### src/rtl/instr_encoder_loader.sv
// ---------------------------------------------------------------------------
// instr_encoder_loader
//
// Purpose:
//   Program loader that sits ahead of the CPU's instruction memory. It
//   accepts MIPS instruction fields over a valid/ready handshake and packs
//   each bundle into a 32-bit word. The opcode selects the format:
//     op 0   -> R-type {op, rs, rt, rd, shamt, funct}
//     op 2/3 -> J-type {op, target}
//     other  -> I-type {op, rs, rt, imm}
//   Encoded words are buffered in a small FIFO. A three-state issue FSM
//   (IDLE / ISSUE / STALL) then writes them to consecutive word addresses,
//   one word per cycle while the memory is not busy.
//
// Optional feature (compile-time macro ENC_ILLEGAL_CHECK_EN):
//   When defined, opcodes outside the supported MIPS subset are accepted
//   (the handshake completes) but are not buffered, and the sticky err_o is
//   raised. When undefined, every opcode is buffered and err_o is tied to 0.
//
// Parameters:
//   FIFO_DEPTH  encoded-word buffer entries (power of 2, >= 2)
//   ADDR_W      instruction-memory word-address width
//   BASE_ADDR   word address loaded on reset and on start_i
//
// Ports:
//   clk_i        clock, rising edge
//   rst_i        asynchronous reset, active-low
//   start_i      synchronous restart: flush FIFO, rewind address, clear flags
//   req_valid_i  field bundle valid
//   req_ready_o  FIFO can accept a bundle (not full)
//   op_i .. target_i  instruction fields to encode
//   imem_busy_i  memory cannot take a write this cycle
//   imem_we_o    write strobe, one cycle per word
//   imem_addr_o  word address of the current write
//   imem_data_o  encoded instruction being written
//   count_o      FIFO occupancy
//   err_o        sticky: illegal opcode dropped
//   wrap_o       sticky: write address wrapped past all-ones
// ---------------------------------------------------------------------------
module instr_encoder_loader #(
  parameter int unsigned          FIFO_DEPTH = 4,
  parameter int unsigned          ADDR_W     = 10,
  parameter logic [ADDR_W-1:0]    BASE_ADDR  = '0
) (
  input  logic                              clk_i,
  input  logic                              rst_i,
  input  logic                              start_i,
  input  logic                              req_valid_i,
  output logic                              req_ready_o,
  input  logic [5:0]                        op_i,
  input  logic [4:0]                        rs_i,
  input  logic [4:0]                        rt_i,
  input  logic [4:0]                        rd_i,
  input  logic [4:0]                        shamt_i,
  input  logic [5:0]                        funct_i,
  input  logic [15:0]                       imm_i,
  input  logic [25:0]                       target_i,
  input  logic                              imem_busy_i,
  output logic                              imem_we_o,
  output logic [ADDR_W-1:0]                 imem_addr_o,
  output logic [31:0]                       imem_data_o,
  output logic [$clog2(FIFO_DEPTH):0]       count_o,
  output logic                              err_o,
  output logic                              wrap_o
);

  localparam int unsigned PTR_W = $clog2(FIFO_DEPTH);
  localparam int unsigned CNT_W = PTR_W + 1;

  typedef enum logic [1:0] {
    IDLE  = 2'd0,
    ISSUE = 2'd1,
    STALL = 2'd2
  } fsmState_t;

  // Pack one field bundle into a MIPS instruction word.
  function automatic logic [31:0] encodeWord(
    input logic [5:0]  op,
    input logic [4:0]  rs,
    input logic [4:0]  rt,
    input logic [4:0]  rd,
    input logic [4:0]  shamt,
    input logic [5:0]  funct,
    input logic [15:0] imm,
    input logic [25:0] target
  );
    logic [31:0] word;
    case (op)
      6'd0:       word = {op, rs, rt, rd, shamt, funct};
      6'd2, 6'd3: word = {op, target};
      default:    word = {op, rs, rt, imm};
    endcase
    return word;
  endfunction

`ifdef ENC_ILLEGAL_CHECK_EN
  // Opcodes the downstream control decoder understands.
  function automatic logic isLegalOp(input logic [5:0] op);
    logic legal;
    case (op)
      6'd0, 6'd2, 6'd3, 6'd4, 6'd5, 6'd6, 6'd7,
      6'd8, 6'd11, 6'd13, 6'd15, 6'd35, 6'd43: legal = 1'b1;
      default:                                 legal = 1'b0;
    endcase
    return legal;
  endfunction
`endif

  logic [31:0]       fifoMem [FIFO_DEPTH];
  logic [PTR_W-1:0]  rdPtr;
  logic [PTR_W-1:0]  wrPtr;
  logic [CNT_W-1:0]  count;
  logic [CNT_W-1:0]  countNext;
  logic [ADDR_W-1:0] wordAddr;
  fsmState_t         state;

  logic [31:0]       encWord_p0;
  logic              accept_p0;
  logic              vld_p0;
  logic              fifoFull;
  logic              popEn;

  // ---- Stage p0: encode at the input and push into the FIFO ----
  assign encWord_p0  = encodeWord(op_i, rs_i, rt_i, rd_i, shamt_i, funct_i, imm_i, target_i);
  assign fifoFull    = (count == CNT_W'(FIFO_DEPTH));
  assign req_ready_o = ~fifoFull;
  // A restart swallows any bundle presented in the same cycle.
  assign accept_p0   = req_valid_i & req_ready_o & ~start_i;

`ifdef ENC_ILLEGAL_CHECK_EN
  logic legal_p0;
  logic illegal_p0;
  assign legal_p0   = isLegalOp(op_i);
  assign vld_p0     = accept_p0 & legal_p0;
  assign illegal_p0 = accept_p0 & ~legal_p0;
`else
  assign vld_p0     = accept_p0;
`endif

  // The head is popped only on a cycle that actually issues a write.
  assign popEn     = (state == ISSUE) & ~imem_busy_i & (count != '0) & ~start_i;
  // Simultaneous push and pop leave the occupancy unchanged.
  assign countNext = count + CNT_W'(vld_p0) - CNT_W'(popEn);
  assign count_o   = count;

  // Storage carries no reset: only the pointers and count decide validity.
  always_ff @(posedge clk_i) begin
    if (vld_p0) begin
      fifoMem[wrPtr] <= encWord_p0;
    end
  end

  // ---- Stage p1: issue FSM driving the registered memory write port ----
  always_ff @(posedge clk_i or negedge rst_i) begin
    if (!rst_i) begin
      state       <= IDLE;
      rdPtr       <= '0;
      wrPtr       <= '0;
      count       <= '0;
      wordAddr    <= BASE_ADDR;
      imem_we_o   <= 1'b0;
      imem_addr_o <= BASE_ADDR;
      imem_data_o <= '0;
      wrap_o      <= 1'b0;
`ifdef ENC_ILLEGAL_CHECK_EN
      err_o       <= 1'b0;
`endif
    end else if (start_i) begin
      // Restart wins over push and pop; the last data word is simply left
      // on the bus since the strobe is dropped.
      state       <= IDLE;
      rdPtr       <= '0;
      wrPtr       <= '0;
      count       <= '0;
      wordAddr    <= BASE_ADDR;
      imem_we_o   <= 1'b0;
      imem_addr_o <= BASE_ADDR;
      wrap_o      <= 1'b0;
`ifdef ENC_ILLEGAL_CHECK_EN
      err_o       <= 1'b0;
`endif
    end else begin
      if (vld_p0) begin
        wrPtr <= wrPtr + PTR_W'(1);
      end
      if (popEn) begin
        rdPtr <= rdPtr + PTR_W'(1);
      end
      count <= countNext;
`ifdef ENC_ILLEGAL_CHECK_EN
      if (illegal_p0) begin
        err_o <= 1'b1;
      end
`endif

      case (state)
        IDLE: begin
          imem_we_o <= 1'b0;
          if (count != '0) begin
            state <= ISSUE;
          end
        end

        ISSUE: begin
          if (imem_busy_i) begin
            imem_we_o <= 1'b0;
            state     <= STALL;
          end else if (count != '0) begin
            imem_we_o   <= 1'b1;
            imem_data_o <= fifoMem[rdPtr];
            imem_addr_o <= wordAddr;
            wordAddr    <= wordAddr + ADDR_W'(1);
            // Writing the all-ones address means the pointer rolls to 0.
            if (&wordAddr) begin
              wrap_o <= 1'b1;
            end
            // Stay in ISSUE if a push refills the entry being popped.
            if (countNext == '0) begin
              state <= IDLE;
            end
          end else begin
            imem_we_o <= 1'b0;
            state     <= IDLE;
          end
        end

        STALL: begin
          imem_we_o <= 1'b0;
          if (!imem_busy_i) begin
            state <= ISSUE;
          end
        end

        default: begin
          imem_we_o <= 1'b0;
          state     <= IDLE;
        end
      endcase
    end
  end

`ifndef ENC_ILLEGAL_CHECK_EN
  assign err_o = 1'b0;
`endif

endmodule

### config.mk
export PLATFORM = sky130hd
export DESIGN_NAME = instr_encoder_loader
export DESIGN_NICKNAME = d
export VERILOG_FILES = /design/src/rtl/instr_encoder_loader.sv
export SDC_FILE = /design/constraint.sdc
export NUM_CORES = 1
export LEC_CHECK = 0
export CAP_MARGIN = 20
export CORE_MARGIN = 8
export CORE_UTILIZATION = 55
export CTS_BUF_LIST = sky130_fd_sc_hd__clkbuf_8
export DETAILED_ROUTE_END_ITERATION = 10
export MAX_ROUTING_LAYER = met4
export PLACE_DENSITY = 0.89
export SLEW_MARGIN = 20
export SYNTH_ARGS = -nofsm -noshare
export SYNTH_HDL_FRONTEND = slang
export SYNTH_SLANG_ARGS = --single-unit
### constraint.sdc
create_clock -name clk_i -period 3.8 [get_ports clk_i]
set_input_delay 0.76 -clock clk_i [delete_from_list [all_inputs] [get_ports clk_i]]
set_output_delay 0.76 -clock clk_i [all_outputs]
set_load 0.02 [all_outputs]
==> key figures <==
Logic synthesis
  – Ys Warns: 0
  – Synth unique cells: 38
  – Register area share after synthesis: 69.9%
  – Synthesized netlist cell count: between 400 and 500
  – Synthesized cell area: approximately 7800 µm²
  – Syn_nets: about 550
  – Post-Synthesis Mean Instance Area: around 17 µm²
  – #FFs+latches synth: 191

Place
  – Port Buffers: between 100 and 150
  – DP Area: around 9000 µm²
  – Placed cells: 753
  – Final Wtd Congestion: ~0.79
  – Dpl hpwl: roughly 11000 µm

STA
  – Slew @ Worst Pin: 0.945 ns
  – Pins Over Slew Limit: 0
  – Fmax: ~320 MHz
  – Slew HR: 37.0%
  – Post-route clock period utilization: roughly 80%
  – RSZ-0062 raised after global routing: no
  – Final min period: a little over 3 ns
  – Final setup fails: 0
  – Clock Skews: approximately 0.011 ns
  – Final Hold Viols: 0
  – Setup TNS: 0 ns

Clocking
  – Root buf cell: clkbuf_8
  – H-tree lvl count: 4
  – Post-CTS Resized: 0
  – Clk_lat worst skew: 0.46 ns
  – CTS Buf Count: 17
  – Postcts setup bufs: 0
  – CTS sink count: between 150 and 200
  – Clk pin slew, worst setup/hold paths: 0.09 ns
  – CTS tree: yes
  – Max clock buf depth: 2
  – # hold bufs at CTS: 0

Final layout
  – Nets: ~680
  – Area growth, synth to finish: 23.1%
  – Final core occ: between 60% and 70%
  – Non-Filler Cell Area, Final: 9550 µm²
  – Antenna fix cells: 0
  – Share of layout cells above drive strength 1: about 19%
  – Most frequent cells in the layout: edfxtp_1 (128), clkdlybuf4s50_1 (125), dfrtp_1 (61)
  – Non-Filler Instances: about 790
  – Commonest non-fill, non-tap cell in the layout: edfxtp_1
  – FILL cells: slightly above 900

Floorplanning
  – Initial cell density of the core: a little under three fifths
  – Row count: between 40 and 50
  – Die Ht: between 100 and 150 µm
  – Chip Width: around 130 µm
  – # IOs: around 130
  – Core Region: roughly 14000 µm²
  – Die area: ~18000 µm²

Setup path
  – CP Launch Type: flop
  – Crit path max fanout: 14
  – R2R setup slack: 0.69 ns
  – Worst R2R Start: count_o[1]
  – FF-to-FF path depth: 11
  – Critical Path RT: 4.13 ns
  – Worst R2R End: state[0]
  – Critical path type: reg2reg
  – Setup crit end kind: flop
  – Worst Path Arrival: between 3 and 4 ns

Route
  – DRT Wirelength: 16600 µm
  – ANT nets after route: 0
  – WL/cell: 21.2 µm
  – DRC: 0
  – Total number of vias: between 4k and 5k
  – Initial DRC Count: around 400
  – 1st-pass router iterations: 5
  – Via density: between 5 and 6

Pwr
  – Static Leakage: around 3.5 nW
  – Pwr Total: around 4.7 mW
  – Max rail drop VDD: just under 0.3 mV
  – PwrDens: 496 nW/µm²

Global routing
  – Initial antenna violation count: 0
  – First-pass GRT wire length: approximately 26000 µm
  – Largest net degree at the start of global routing: 34
  – Vias in the first global route: approximately 5k
  – Overall Global Routing Usage: between 10% and 20%
  – Grt total ovfl: 0

Outcome
  – Status: finished, final reports clean

Job
  – Maxcap violations: 0

Hold path
  – Tightest Hold Check Type: in2async
==> through the flow <==
stage | worst slack (ns) | hold slack [ns]
floorplan | 0.631 | 0.464
global placement | 0.482 | 0.470
detailed placement | 0.338 | 0.478
CTS | 0.683 | 0.386
global route | 0.506 | 0.441
finish | 0.694 | 0.393
==> area by class of cell <==
type	instances	area (µm²)	area share, %
clock inverters	13	96.3	1.01
flip-flops and latches	191	5420	56.8
repair buffers	134	1320	13.8
inverters	7	26.3	0.275
clock buffers	19	262	2.74
multi-input cells	241	2200	23.0
well taps	180	225	2.36
==> how the worst max path moves through the flow <==
stage | startpoint | endpoint | slack [ns] | depth (start not counted)
2_1_floorplan | imem_busy_i | state[0] | 0.63 | 12
3_3_place_gp | imem_busy_i | state[0] | 0.48 | 12
3_5_place_dp | imem_busy_i | state[0] | 0.34 | 12
4_1_cts | count_o[1] | state[0] | 0.68 | 11
5_1_grt | count_o[1] | state[0] | 0.51 | 11
6_report | count_o[1] | state[0] | 0.69 | 11
==> logic make-up after synthesis <==
kind of cell / count (synthesis) / share of synthesized area, %
flip-flops: 191 / 69.9
XOR/XNOR: 12 / 1.36
multiplexers: 74 / 15.4
adder cells (fa/ha/maj): 8 / 1.39
AO/OA/AOI/OAI: 37 / 2.95
other: 1 / 0.0484
AND/OR/NAND/NOR: 109 / 7.09
buffers and inverters: 32 / 1.84
==> Yosys cell counts <==
cell       number  area share (%)
xnor2_1         6            0.68
ha_1            7             1.1
dfrtp_1        63              20
nor2_4          1            0.15
mux2_1         14             2.0
and2_1          5            0.40
inv_1           7            0.34
a31oi_1         1           0.081
nor4b_1         1            0.11
nand4_1         3            0.24
or4_2           1            0.11
edfxtp_1      128              50
a22oi_1        16             1.5
xor2_1          6            0.68
mux2_2         28             4.1
nor3b_1         1           0.097
o21ai_0         2            0.13
nor3b_2         2            0.32
a21oi_1        16             1.0
fa_1            1            0.26
or4b_4          1            0.18
o31ai_1         1           0.097
nor2_1         16            0.77
clkbuf_1       13            0.63
buf_1           2           0.097
nand3_1        15            0.97
o21ai_1         1           0.065
buf_4           4            0.39
nand2_1        50             2.4
nor4_1          2            0.16
conb_1          1           0.048
or3_1           4            0.32
mux4_2         32             9.3
or4_1           1           0.097
nand4bb_4       1            0.36
nor3_1          4            0.26
or3b_2          1            0.11
buf_2           6            0.39
==> power breakdown <==
part           switching [mW]  total (mW)  internal [mW]
logic                   0.473       0.957          0.484
registers               0.122        2.56           2.44
clock network           0.672        1.22          0.543
total                    1.27        4.73           3.47
==> registers in the layout (all words and copies together), names as in the netlist <==
register	cells
fifoMem	128
state	2
imem_we_o	1
rdPtr	2
imem_addr_o	10
count_o	3
wordAddr	10
wrap_o	1
imem_data_o	32
wrPtr	2
==> per-layer routing <==
layer | GRT usage, % | up-vias | routed length [µm]
met3 | 5.05 | 16 | 1120
met4 | 7.30 | 0 | 280
met1 | 22.2 | 2324 | 6460
li1 | - | 2007 | -
met2 | 33.8 | 165 | 8770
met5 | - | - | 0
==> worst max-delay path: stages, from the launching register on <==
cell     delay [ns]
dfrtp_1        0.47
or3_1          0.62
nand2_1        0.23
nor2_4         0.05
ha_1           0.30
inv_1          0.06
ha_1           0.13
inv_1          0.05
fa_1           0.37
xnor2_1        0.21
a31oi_1        0.11
or3_1          0.39
No activity file was read; power rests on OpenSTA's default activity.
